===== config.mk =====
export PLATFORM = sky130hd
export DESIGN_NAME = dynamixel_sync_write
export DESIGN_NICKNAME = d
export VERILOG_FILES = /design/src/rtl/dynamixel_pkg.sv /design/src/rtl/dynamixel_sync_write_uart.sv /design/src/rtl/dynamixel_sync_write.sv
export SDC_FILE = /design/constraint.sdc
export NUM_CORES = 1
export LEC_CHECK = 0
export BUFFER_PORTS_ARGS = -buffer_cell sky130_fd_sc_hd__buf_2
export CORE_MARGIN = 3
export CORE_UTILIZATION = 56
export CTS_CLUSTER_DIAMETER = 150
export CTS_CLUSTER_SIZE = 14
export DETAILED_ROUTE_END_ITERATION = 8
export GPL_TIMING_DRIVEN = 0
export PLACE_DENSITY_LB_ADDON = 0.05
export SYNTH_ARGS = -nofsm -noshare
export SYNTH_HDL_FRONTEND = slang
export SYNTH_SLANG_ARGS = --single-unit

===== constraint.sdc =====
create_clock -name clock -period 3.5 [get_ports clock]
set_clock_uncertainty 0.05 [all_clocks]
set_input_delay 0.35 -clock clock [delete_from_list [all_inputs] [get_ports clock]]
set_output_delay 0.35 -clock clock [all_outputs]
set_load 0.01 [all_outputs]

===== src/rtl/dynamixel_pkg.sv =====
// Shared Dynamixel 2.0 protocol constants, packet FSM states and the CRC-16 byte update
// used by the sync-write generator (and later by read/status parsers).
package dynamixel_pkg;

    localparam logic [7:0] HDR_FF           = 8'hFF;
    localparam logic [7:0] HDR_FD           = 8'hFD;
    localparam logic [7:0] RESERVED         = 8'h00;
    localparam logic [7:0] BROADCAST_ID     = 8'hFE;
    localparam logic [7:0] INSTR_SYNC_WRITE = 8'h83;

    typedef enum logic [4:0] {
        ST_IDLE,
        ST_HDR1,
        ST_HDR2,
        ST_RSV,
        ST_PID,
        ST_LEN_L,
        ST_LEN_H,
        ST_INSTR,
        ST_ADDR_L,
        ST_ADDR_H,
        ST_DLEN_L,
        ST_DLEN_H,
        ST_DEV_ID,
        ST_DEV_DATA,
        ST_CRC_L,
        ST_CRC_H,
        ST_DRAIN
    } sw_state_t;

    // Non-reflected CRC-16, polynomial 0x8005, MSB first.
    function automatic logic [15:0] crc16_update(input logic [15:0] crc, input logic [7:0] data);
        logic [15:0] c;
        c = crc ^ {data, 8'h00};
        for (int i = 0; i < 8; i++) begin
            c = c[15] ? ((c << 1) ^ 16'h8005) : (c << 1);
        end
        return c;
    endfunction

endpackage


===== src/rtl/dynamixel_sync_write_uart.sv =====
// 8N1 UART transmitter: one-cycle send accepted only when idle, one-cycle done pulse
// after the stop bit, pin idles high.
module uart #(
    parameter int clocks_per_bit = 1
) (
    input  logic       clock,
    input  logic       reset,
    input  logic       send,
    input  logic [7:0] byte_to_send,
    output logic       done,
    output logic       pin
);

    localparam int CW = (clocks_per_bit > 1) ? $clog2(clocks_per_bit) : 1;

    logic          busy;
    logic [CW-1:0] clk_cnt;
    logic [3:0]    bits_left;
    logic [8:0]    shift;

    always_ff @(posedge clock) begin
        if (reset) begin
            busy      <= 1'b0;
            done      <= 1'b0;
            pin       <= 1'b1;
            clk_cnt   <= '0;
            bits_left <= '0;
            shift     <= '1;
        end else begin
            done <= 1'b0;
            if (!busy) begin
                if (send) begin
                    busy      <= 1'b1;
                    pin       <= 1'b0;
                    shift     <= {1'b1, byte_to_send};
                    bits_left <= 4'd9;
                    clk_cnt   <= CW'(clocks_per_bit - 1);
                end
            end else if (clk_cnt != '0) begin
                clk_cnt <= clk_cnt - 1'b1;
            end else if (bits_left == 4'd0) begin
                busy <= 1'b0;
                done <= 1'b1;
            end else begin
                // Data bits LSB first, then the stop bit shifted in from the top.
                pin       <= shift[0];
                shift     <= {1'b1, shift[8:1]};
                bits_left <= bits_left - 1'b1;
                clk_cnt   <= CW'(clocks_per_bit - 1);
            end
        end
    end

endmodule


===== src/rtl/dynamixel_sync_write.sv =====
// Dynamixel 2.0 Sync Write (0x83) packet generator on one UART TX pin.
// Optional macro DYNAMIXEL_TX_ENABLE_EN adds a half-duplex direction output tx_en.
//
// state       | meaning
// ST_IDLE     | ready; start issues HDR0 (FF)
// ST_HDR1..   | waiting for the previous byte's uart done, then issue the named field
// ST_DEV_ID   | issue id of device dev_idx
// ST_DEV_DATA | issue data byte byte_idx of device dev_idx
// ST_CRC_L/H  | issue CRC low / high byte (not folded into the CRC)
// ST_DRAIN    | wait for CRC_H stop bit, then pulse done
module dynamixel_sync_write
    import dynamixel_pkg::*;
#(
    parameter int CLOCKS_PER_BIT = 1,
    parameter int NUM_DEVICES    = 4,
    parameter int DATA_BYTES     = 4
) (
    input  logic                                clock,
    input  logic                                reset,
    input  logic                                start,
    input  logic [8*NUM_DEVICES-1:0]            ids,
    input  logic [15:0]                         address,
    input  logic [8*DATA_BYTES*NUM_DEVICES-1:0] values,
    output logic                                ready,
    output logic                                done,
    output logic                                pin
`ifdef DYNAMIXEL_TX_ENABLE_EN
    ,
    output logic                                tx_en
`endif
);

    localparam int          DW  = (NUM_DEVICES > 1) ? $clog2(NUM_DEVICES) : 1;
    localparam int          BW  = (DATA_BYTES > 1) ? $clog2(DATA_BYTES) : 1;
    localparam logic [15:0] LEN = 16'(7 + NUM_DEVICES * (1 + DATA_BYTES));

    sw_state_t                          state, state_nx;
    logic [8*NUM_DEVICES-1:0]           ids_q;
    logic [15:0]                        address_q;
    logic [8*DATA_BYTES*NUM_DEVICES-1:0] values_q;
    logic [15:0]                        crc;
    logic [DW-1:0]                      dev_idx;
    logic [BW-1:0]                      byte_idx;
    logic                               uart_done, send, fire, fold, finish;
    logic                               last_byte, last_dev;
    logic [7:0]                         tx_byte;

    assign ready     = (state == ST_IDLE);
    assign last_byte = (byte_idx == BW'(DATA_BYTES - 1));
    assign last_dev  = (dev_idx == DW'(NUM_DEVICES - 1));

    always_comb begin
        state_nx = state;
        tx_byte  = 8'h00;
        unique case (state)
            ST_IDLE:     begin tx_byte = HDR_FF;           state_nx = ST_HDR1;   end
            ST_HDR1:     begin tx_byte = HDR_FF;           state_nx = ST_HDR2;   end
            ST_HDR2:     begin tx_byte = HDR_FD;           state_nx = ST_RSV;    end
            ST_RSV:      begin tx_byte = RESERVED;         state_nx = ST_PID;    end
            ST_PID:      begin tx_byte = BROADCAST_ID;     state_nx = ST_LEN_L;  end
            ST_LEN_L:    begin tx_byte = LEN[7:0];         state_nx = ST_LEN_H;  end
            ST_LEN_H:    begin tx_byte = LEN[15:8];        state_nx = ST_INSTR;  end
            ST_INSTR:    begin tx_byte = INSTR_SYNC_WRITE; state_nx = ST_ADDR_L; end
            ST_ADDR_L:   begin tx_byte = address_q[7:0];   state_nx = ST_ADDR_H; end
            ST_ADDR_H:   begin tx_byte = address_q[15:8];  state_nx = ST_DLEN_L; end
            ST_DLEN_L:   begin tx_byte = 8'(DATA_BYTES);   state_nx = ST_DLEN_H; end
            ST_DLEN_H:   begin tx_byte = 8'h00;            state_nx = ST_DEV_ID; end
            ST_DEV_ID: begin
                tx_byte  = ids_q[8*int'(dev_idx) +: 8];
                state_nx = ST_DEV_DATA;
            end
            ST_DEV_DATA: begin
                tx_byte = values_q[8*(DATA_BYTES*int'(dev_idx) + int'(byte_idx)) +: 8];
                if (last_byte && last_dev) state_nx = ST_CRC_L;
                else if (last_byte)        state_nx = ST_DEV_ID;
                else                       state_nx = ST_DEV_DATA;
            end
            ST_CRC_L:    begin tx_byte = crc[7:0];         state_nx = ST_CRC_H;  end
            ST_CRC_H:    begin tx_byte = crc[15:8];        state_nx = ST_DRAIN;  end
            ST_DRAIN:    begin                             state_nx = ST_IDLE;   end
            default:     begin                             state_nx = ST_IDLE;   end
        endcase

        // Every non-idle state advances only on the uart done of the previous byte.
        fire = (state == ST_IDLE) ? start : uart_done;
        if (!fire) state_nx = state;
        send   = fire && (state != ST_DRAIN);
        fold   = send && (state != ST_CRC_L) && (state != ST_CRC_H);
        finish = fire && (state == ST_DRAIN);
    end

    always_ff @(posedge clock) begin
        if (reset) begin
            state     <= ST_IDLE;
            crc       <= '0;
            dev_idx   <= '0;
            byte_idx  <= '0;
            done      <= 1'b0;
            ids_q     <= '0;
            address_q <= '0;
            values_q  <= '0;
        end else begin
            state <= state_nx;
            done  <= finish;
            if (state == ST_IDLE && start) begin
                ids_q     <= ids;
                address_q <= address;
                values_q  <= values;
                dev_idx   <= '0;
                byte_idx  <= '0;
            end
            if (fold) crc <= crc16_update((state == ST_IDLE) ? 16'h0000 : crc, tx_byte);
            if (fire && state == ST_DEV_DATA) begin
                if (last_byte) begin
                    byte_idx <= '0;
                    dev_idx  <= last_dev ? '0 : dev_idx + 1'b1;
                end else begin
                    byte_idx <= byte_idx + 1'b1;
                end
            end
        end
    end

`ifdef DYNAMIXEL_TX_ENABLE_EN
    always_ff @(posedge clock) begin
        if (reset)                          tx_en <= 1'b0;
        else if (state == ST_IDLE && start) tx_en <= 1'b1;
        else if (finish)                    tx_en <= 1'b0;
    end
`endif

    uart #(
        .clocks_per_bit(CLOCKS_PER_BIT)
    ) u_uart (
        .clock       (clock),
        .reset       (reset),
        .send        (send),
        .byte_to_send(tx_byte),
        .done        (uart_done),
        .pin         (pin)
    );

endmodule


==> impl_metrics.csv, run 1 <==
group,metric,value,unit
setup_path,critical_path_class,"flop to flop",
sta,tightest_slew,918,ps
cells_and_area,final_cell_mix,"403 x nand2_1, 216 x dfxtp_1, 208 x a21oi_1, 183 x buf_2, 86 x clkbuf_1",
cells_and_area,fillers,1533,
worst_hold_path,hold_path_end,"values_q[78]",
die,die_h,139,um
die,core,17300,sq um
cells_and_area,finalInstanceArea,11700,sq um
worst_hold_path,hold_start,"values[78]",
status,violations,"setup timing",
clock_network,h-tree-depth,1,
setup_path,worstReg2RegStart,"byte_idx[0]",
place,placed_area,11100,sq um
sta,hold_violations,0,
synth,netlist.area_leader.share,0.438,
die,die_area,19400,sq um
place,gp_congestion,1.03,
synth,synthCells,1220,
setup_path,reg2reg_depth,12,
grt,antenna_found_initial,0,
clock_network,cts_num_sinks,217,
setup_path,crit_path_top_delay_cell,"mux4_2",
clock_network,clkTransAtPathRegs,70,ps
route,first_pass_iters,5,
sta,rsz0062_at_grt,"true",
setup_path,cp_slowest_stage_delay,510,ps
setup_path,critical_path_required,3860,ps
synth,synthesis.area,9930,sq um
power,p_leak,4.46,nW
sta,finalSetupTns,-4.01,ps
status,outcome,"finished with violations",
cells_and_area,register_area,4350,sq um
route,drc,0,
grt,grt_pass1_wl,47.6,mm
die,io_pins,182,
synth,synth.largest_area_cell,"dfxtp_1",
cells_and_area,multi_input_area,5180,sq um
synth,syn_area_per_cell,8.14,sq um
grt,track_usage,0.309,
sta,timing.final.crit_share,1.00,
synth,ys.flop_type,"dfxtp_1",
cells_and_area,syn_to_final_growth,17.7,%
route,via_per_inst,5.65,
clock_network,postCtsHoldBufs,0,
cells_and_area,drive_above_1_share,0.192,
sta,setup_ws,-4.01,ps
route,wirelength,30.9,mm
route,routedWlPerCell,18.8,um
place,hpwlAfterDp,23.3,mm
power,total_power,0.00597,W
grt,grt_pass1_vias,8964,
setup_path,rrSetupSlack,-4,ps
clock_network,root_buffer,"clkbuf_16",
sta,clock.fmax,285,MHz
synth,yosys_warnings,0,
route,ant_nets,0,
power,powerDensity,511,nW/um^2
setup_path,endpoint_kind,"flop",
synth,ys_seq_elements,217,
cells_and_area,final_common_cell,"nand2_1",
synth,yosysSeqAreaShare,0.438,
setup_path,cp-start-kind,"flop",
grt,gr-total-overflow,0,
setup_path,path_max_fanout,10,
flow_run,cap_viol_max_count,0,
worst_hold_path,min_path_type,"input port to flop",
die,initial_core_util,0.574,
synth,async_reset_ff_frac,0,
route,first_iter_violations,683,
synth,ys_types,57,
cells_and_area,nets,1603,
sta,layout_min_cycle_time,3500,ps
grt,grt_max_degree,15,
clock_network,cts_buffers,19,
power,vdd_drop_max,0.550,mV
synth,synthTopCellsByArea,"dfxtp_1 44%, nand2_1 15%, a21oi_1 11%",
sta,finalMaxSlewViolations,0,
setup_path,r2r_end,"crc[15]",
worst_hold_path,hold_depth,3,
clock_network,cts.path.max_buffers,3,
clock_network,cts_tree,"yes",
setup_path,crit_arrival,3860,ps
cells_and_area,n_antenna_cell,0,
route,vias,9296,
place,numPortBuffers,180,
sta,setup-violations-final,1,
synth,synth-edff-count,0,
die,rows,48,
die,die_w,139,um
clock_network,clk_latency,490,ps
synth,synth_fp_nets,1403,
setup_path,cp_cell_sequence,"buf_6 > buf_12 > buf_6 > mux4_2 > mux2i_1 > mux2i_1 > a211o_1 > xor2_2 > xnor2_1 > xnor3_1 > xor2_1 > a211oi_2",
sta,max-slew-margin-rel,0.388,
-- cell families (layout without fill, tap and decap cells) --
family	Yosys count	count (layout)	share of synthesized area
and+or+nand+nor	528	528	0.217
DFF	217	217	0.438
adders and majority gates	4	4	0.00504
muxes	62	62	0.110
xor gates and xnor gates	38	38	0.0364
buffers and inverters	113	312	0.0473
AOI/OAI and AO/OA	258	258	0.147
-- critical path, delay by kind of cell (launching register included) --
| family | cells | cell delay [ps] |
|---|---|---|
| DFF | 1 | 350 |
| AOI/OAI and AO/OA | 2 | 630 |
| xor gates and xnor gates | 4 | 940 |
| muxes | 3 | 870 |
| buffers and inverters | 3 | 570 |
-- state kept, by name (all words and copies together) (netlist names) --
| signal | flops |
|---|---|
| u_uart.shift | 8 |
| dev_idx | 2 |
| u_uart.done | 1 |
| address_q | 16 |
| values_q | 128 |
| state | 5 |
| done | 1 |
| u_uart.pin | 1 |
| u_uart.bits_left | 4 |
| ids_q | 32 |
| byte_idx | 2 |
| u_uart.busy | 1 |
| crc | 16 |
-- Yosys cell counts, drive strengths merged (2+ instances only) --
| cell | instances |
|---|---|
| mux2 | 3 |
| buf | 13 |
| a211o | 8 |
| a21oi | 209 |
| nor3b | 2 |
| dfxtp | 217 |
| and2 | 3 |
| and3 | 4 |
| a221oi | 2 |
| nand2 | 403 |
| nor2b | 8 |
| o21ai | 6 |
| mux4 | 37 |
| nand3b | 2 |
| or3 | 3 |
| a31oi | 6 |
| mux2i | 22 |
| xnor2 | 27 |
| nor4 | 2 |
| o21bai | 2 |
| nor3 | 13 |
| xor2 | 10 |
| nand4 | 9 |
| o311a | 2 |
| clkbuf | 90 |
| a41oi | 2 |
| and3b | 2 |
| a211oi | 5 |
| ha | 4 |
| a32oi | 3 |
| nor2 | 44 |
| a22oi | 5 |
| nand3 | 28 |
| inv | 9 |
-- metrics by stage --
| stage | hold slack [ps] | setup WS [ps] | utilization | cells |
|---|---|---|---|---|
| floorplan | 382 | 305 | - | 1220 |
| global placement | 389 | -716 | 0.642 | 1625 |
| detailed placement | 395 | -725 | 0.642 | 1625 |
| CTS | 36.7 | 2.95 | 0.674 | 1646 |
| global route | 46.4 | -149 | 0.675 | 1644 |
| finish | 47.3 | -4.01 | 0.675 | 1644 |
-- routing by layer --
metal  global-route usage  part of all wire  vias to the layer above
met5                    0                 0                        -
li1                     -                 -                     4504
met1                0.409              0.41                     4349
met3               0.0410             0.073                       75
met2                0.529              0.48                      368
met4               0.0947             0.034                        0
-- area by class of cell --
| class | count | area share |
|---|---|---|
| Inverter | 10 | 0.00321 |
| Sequential cell | 217 | 0.372 |
| Clock buffer | 19 | 0.0407 |
| Timing Repair Buffer | 182 | 0.0784 |
| Multi-Input combinational cell | 890 | 0.443 |
| Clock inverter | 1 | 0.000750 |
| Buffer | 100 | 0.0378 |
| Tap cell | 225 | 0.0241 |
-- timing repair --
action / 4_1_cts / 5_1_grt
pin swaps: 2 / 2
setup buffers: 1 / 1
setup endpoints to repair: 12 / 4
gates resized for setup: 14 / 5
-- how the worst max path moves through the flow --
stage                           start       to  slack (ps)  cells past startpoint
final                     byte_idx[0]  crc[15]          -4                     12
after global routing      byte_idx[0]  crc[15]        -150                     11
after detailed placement   dev_idx[0]  crc[15]        -720                     12
after floorplan            dev_idx[0]  crc[15]         310                     11
after CTS                 byte_idx[0]  crc[15]           3                     13
after global placement     dev_idx[0]  crc[15]        -720                     12
-- power breakdown --
part           internal, W  total [W]  leakage [nW]  switching, W
combinational     0.000483    0.00126          2.44      0.000773
sequential         0.00272    0.00288          1.78      0.000163
clock             0.000965    0.00183         0.239      0.000867
(Power assumes the default switching activity.)
==> inputs of run 2 (changes only) <==
ABC_CLOCK_PERIOD_IN_PS = 3500   (was not set)
CORE_ASPECT_RATIO = 0.7   (was not set)
==> run 2 against run 1 <==
The run now ends clean. Combinational power grew 4%. Sequential share of layout area shrank 0.36 points. Fmax grew 1.1%. Die area grew 0.13%.
==> impl_metrics.csv, run 2 (synthesized netlist as in run 1, its figures left out) <==
group,metric,value,unit
status,outcome,"finished, final reports clean",
grt,grt_max_degree,15,
cells_and_area,final_util,0.683,
die,io_pins,182,
sta,max-slew-margin-rel,0.383,
die,die_area,19400,sq um
clock_network,root_buffer,"clkbuf_16",
setup_path,cp_cell_sequence,"buf_8 > buf_6 > mux4_2 > mux2i_1 > or3_1 > nand3_1 > xor2_2 > xor2_2 > xnor3_1 > xor2_1 > a211oi_2",
setup_path,crit_arrival,3770,ps
cells_and_area,top_regs,"values_q x128, ids_q x32",
die,rows,40,
cells_and_area,final_cell_mix,"403 x nand2_1, 215 x dfxtp_1, 208 x a21oi_1, 182 x buf_2, 80 x clkbuf_1",
setup_path,setup.worst_path.end,"crc[15]",
cells_and_area,drive_above_1_share,0.203,
setup_path,reg2reg_depth,11,
cells_and_area,largest_register,"values_q",
clock_network,cts_buffers,19,
cells_and_area,n_antenna_cell,0,
setup_path,crit_top_cell,"xor2_2",
cells_and_area,syn_to_final_growth,18.9,%
grt,grt_pass1_wl,48.3,mm
place,place_worst_setup_slack,-774,ps
die,die_h,117,um
sta,whs,44.7,ps
setup_path,rrSetupSlack,30,ps
clock_network,postCtsHoldBufs,0,
clock_network,h-tree-depth,1,
grt,gr-total-overflow,0,
sta,tightest_slew,923,ps
sta,layout_min_cycle_time,3470,ps
clock_network,cts_num_sinks,217,
power,vdd_drop_max,0.315,mV
setup_path,endpoint_kind,"flop",
route,routedWlPerCell,19.6,um
route,first_iter_violations,1169,
place,hpwlAfterDp,24.2,mm
setup_path,cp_slowest_stage_delay,450,ps
setup_path,path_depth,11,
clock_network,clkTransAtPathRegs,70,ps
sta,finalMaxSlewViolations,0,
cells_and_area,final_common_cell,"nand2_1",
route,ant_nets,0,
grt,antenna_found_initial,1,
setup_path,cp-start-kind,"flop",
flow_run,cap_viol_max_count,0,
die,core,17300,sq um
worst_hold_path,min_path_type,"input port to flop",
route,vias,9628,
setup_path,cp_top_family,"XOR/XNOR gates",
setup_path,r2r_end,"crc[15]",
route,via_per_inst,5.82,
setup_path,critical_path_required,3800,ps
clock_network,clk_latency,490,ps
power,powerDensity,512,nW/um^2
route,first_pass_iters,5,
setup_path,worstReg2RegStart,"dev_idx[0]",
grt,track_usage,0.323,
place,gp_congestion,1.01,
setup_path,timing.critical_path.from,"dev_idx[0]",
setup_path,critical_path_class,"flop to flop",
sta,setup_ws,34.2,ps
sta,clock.fmax,289,MHz
clock_network,cts_tree,"yes",
setup_path,path_buf_inv,2,
route,wirelength,32.5,mm
clock_network,cts.path.max_buffers,3,
cells_and_area,nets,1608,
setup_path,path_max_fanout,10,
cells_and_area,largest_reg_flops,128,
power,p_leak,4.53,nW
sta,hold_violations,0,
setup_path,crit_path_top_delay_cell,"dfxtp_2",
grt,grt_pass1_vias,8758,
die,initial_core_util,0.575,
route,drc,0,
die,die_w,165,um
sta,setup-violations-final,0,
place,numPortBuffers,180,
sta,timing.final.crit_share,0.990,
-- run 2: cell count changes in the layout (fill, tap and decap cells not counted), sizes merged --
cell	delta
buf	+6
clkbuf	-1
-- run 2: area by class of cell --
type                            count  area (sq um)
Tap cell                          231           289
Buffer                             99           470
Fill cell                        1506          5470
Clock buffer                       19           475
Timing Repair Buffer              188           961
Multi-Input combinational cell    890          5210
Inverter                           10          37.5
Sequential cell                   217          4350
Clock inverter                      1          8.76
-- run 2: metrics by stage --
stage	instances	TNS [ps]	total power (W)	area, sq um
CTS	1650	-106	0.00598	11700
detailed placement	1631	-3140	0.00417	11100
global placement	1631	-2870	0.00414	11100
finish	1655	0	0.00604	11800
global route	1655	-34.3	0.00628	11800
floorplan	1220	0	0.00372	9930
-- run 2: worst min-delay path by stage --
stage                  from      endpoint  slack [ps]  cells after the start
2_1_floorplan  address_q[0]  address_q[0]         380                      2
3_3_place_gp   values_q[49]  values_q[49]         390                      2
3_5_place_dp   values_q[44]  values_q[44]         390                      2
4_1_cts          values[92]  values_q[92]          40                      3
5_1_grt          values[93]  values_q[93]          50                      3
6_report         values[42]  values_q[42]          40                      3
-- run 2: worst reg2reg max path, cell delays in order (launching register included) --
cell and delay (ps):
dfxtp_2 450, buf_8 220, buf_6 240, mux4_2 380, mux2i_1 250, or3_1 160
nand3_1 280, xor2_2 330, xor2_2 220, xnor3_1 400, xor2_1 260, a211oi_2 100
-- run 2: metal layers --
metal,GRT usage,part of all wire,up-vias
met4,0.0608,0.018,2
met1,0.503,0.45,4493
met2,0.444,0.40,552
met5,0,0.00055,-
li1,-,-,4527
met3,0.0939,0.13,54
-- run 2: report_power, final --
part	internal, W	switching, W	leakage (nW)	total [W]
clock	0.000966	0.000884	0.239	0.00185
sequential	0.00272	0.000166	1.78	0.00288
combinational	0.000496	0.000815	2.51	0.00131
total	0.00418	0.00186	4.53	0.00604
-- run 2: timing repair --
item	CTS	global route
endpoints found under the setup margin	15	44
buffers inserted	0	8
pin swaps	3	11
resized for setup	15	30
hold endpoints to repair	0	0
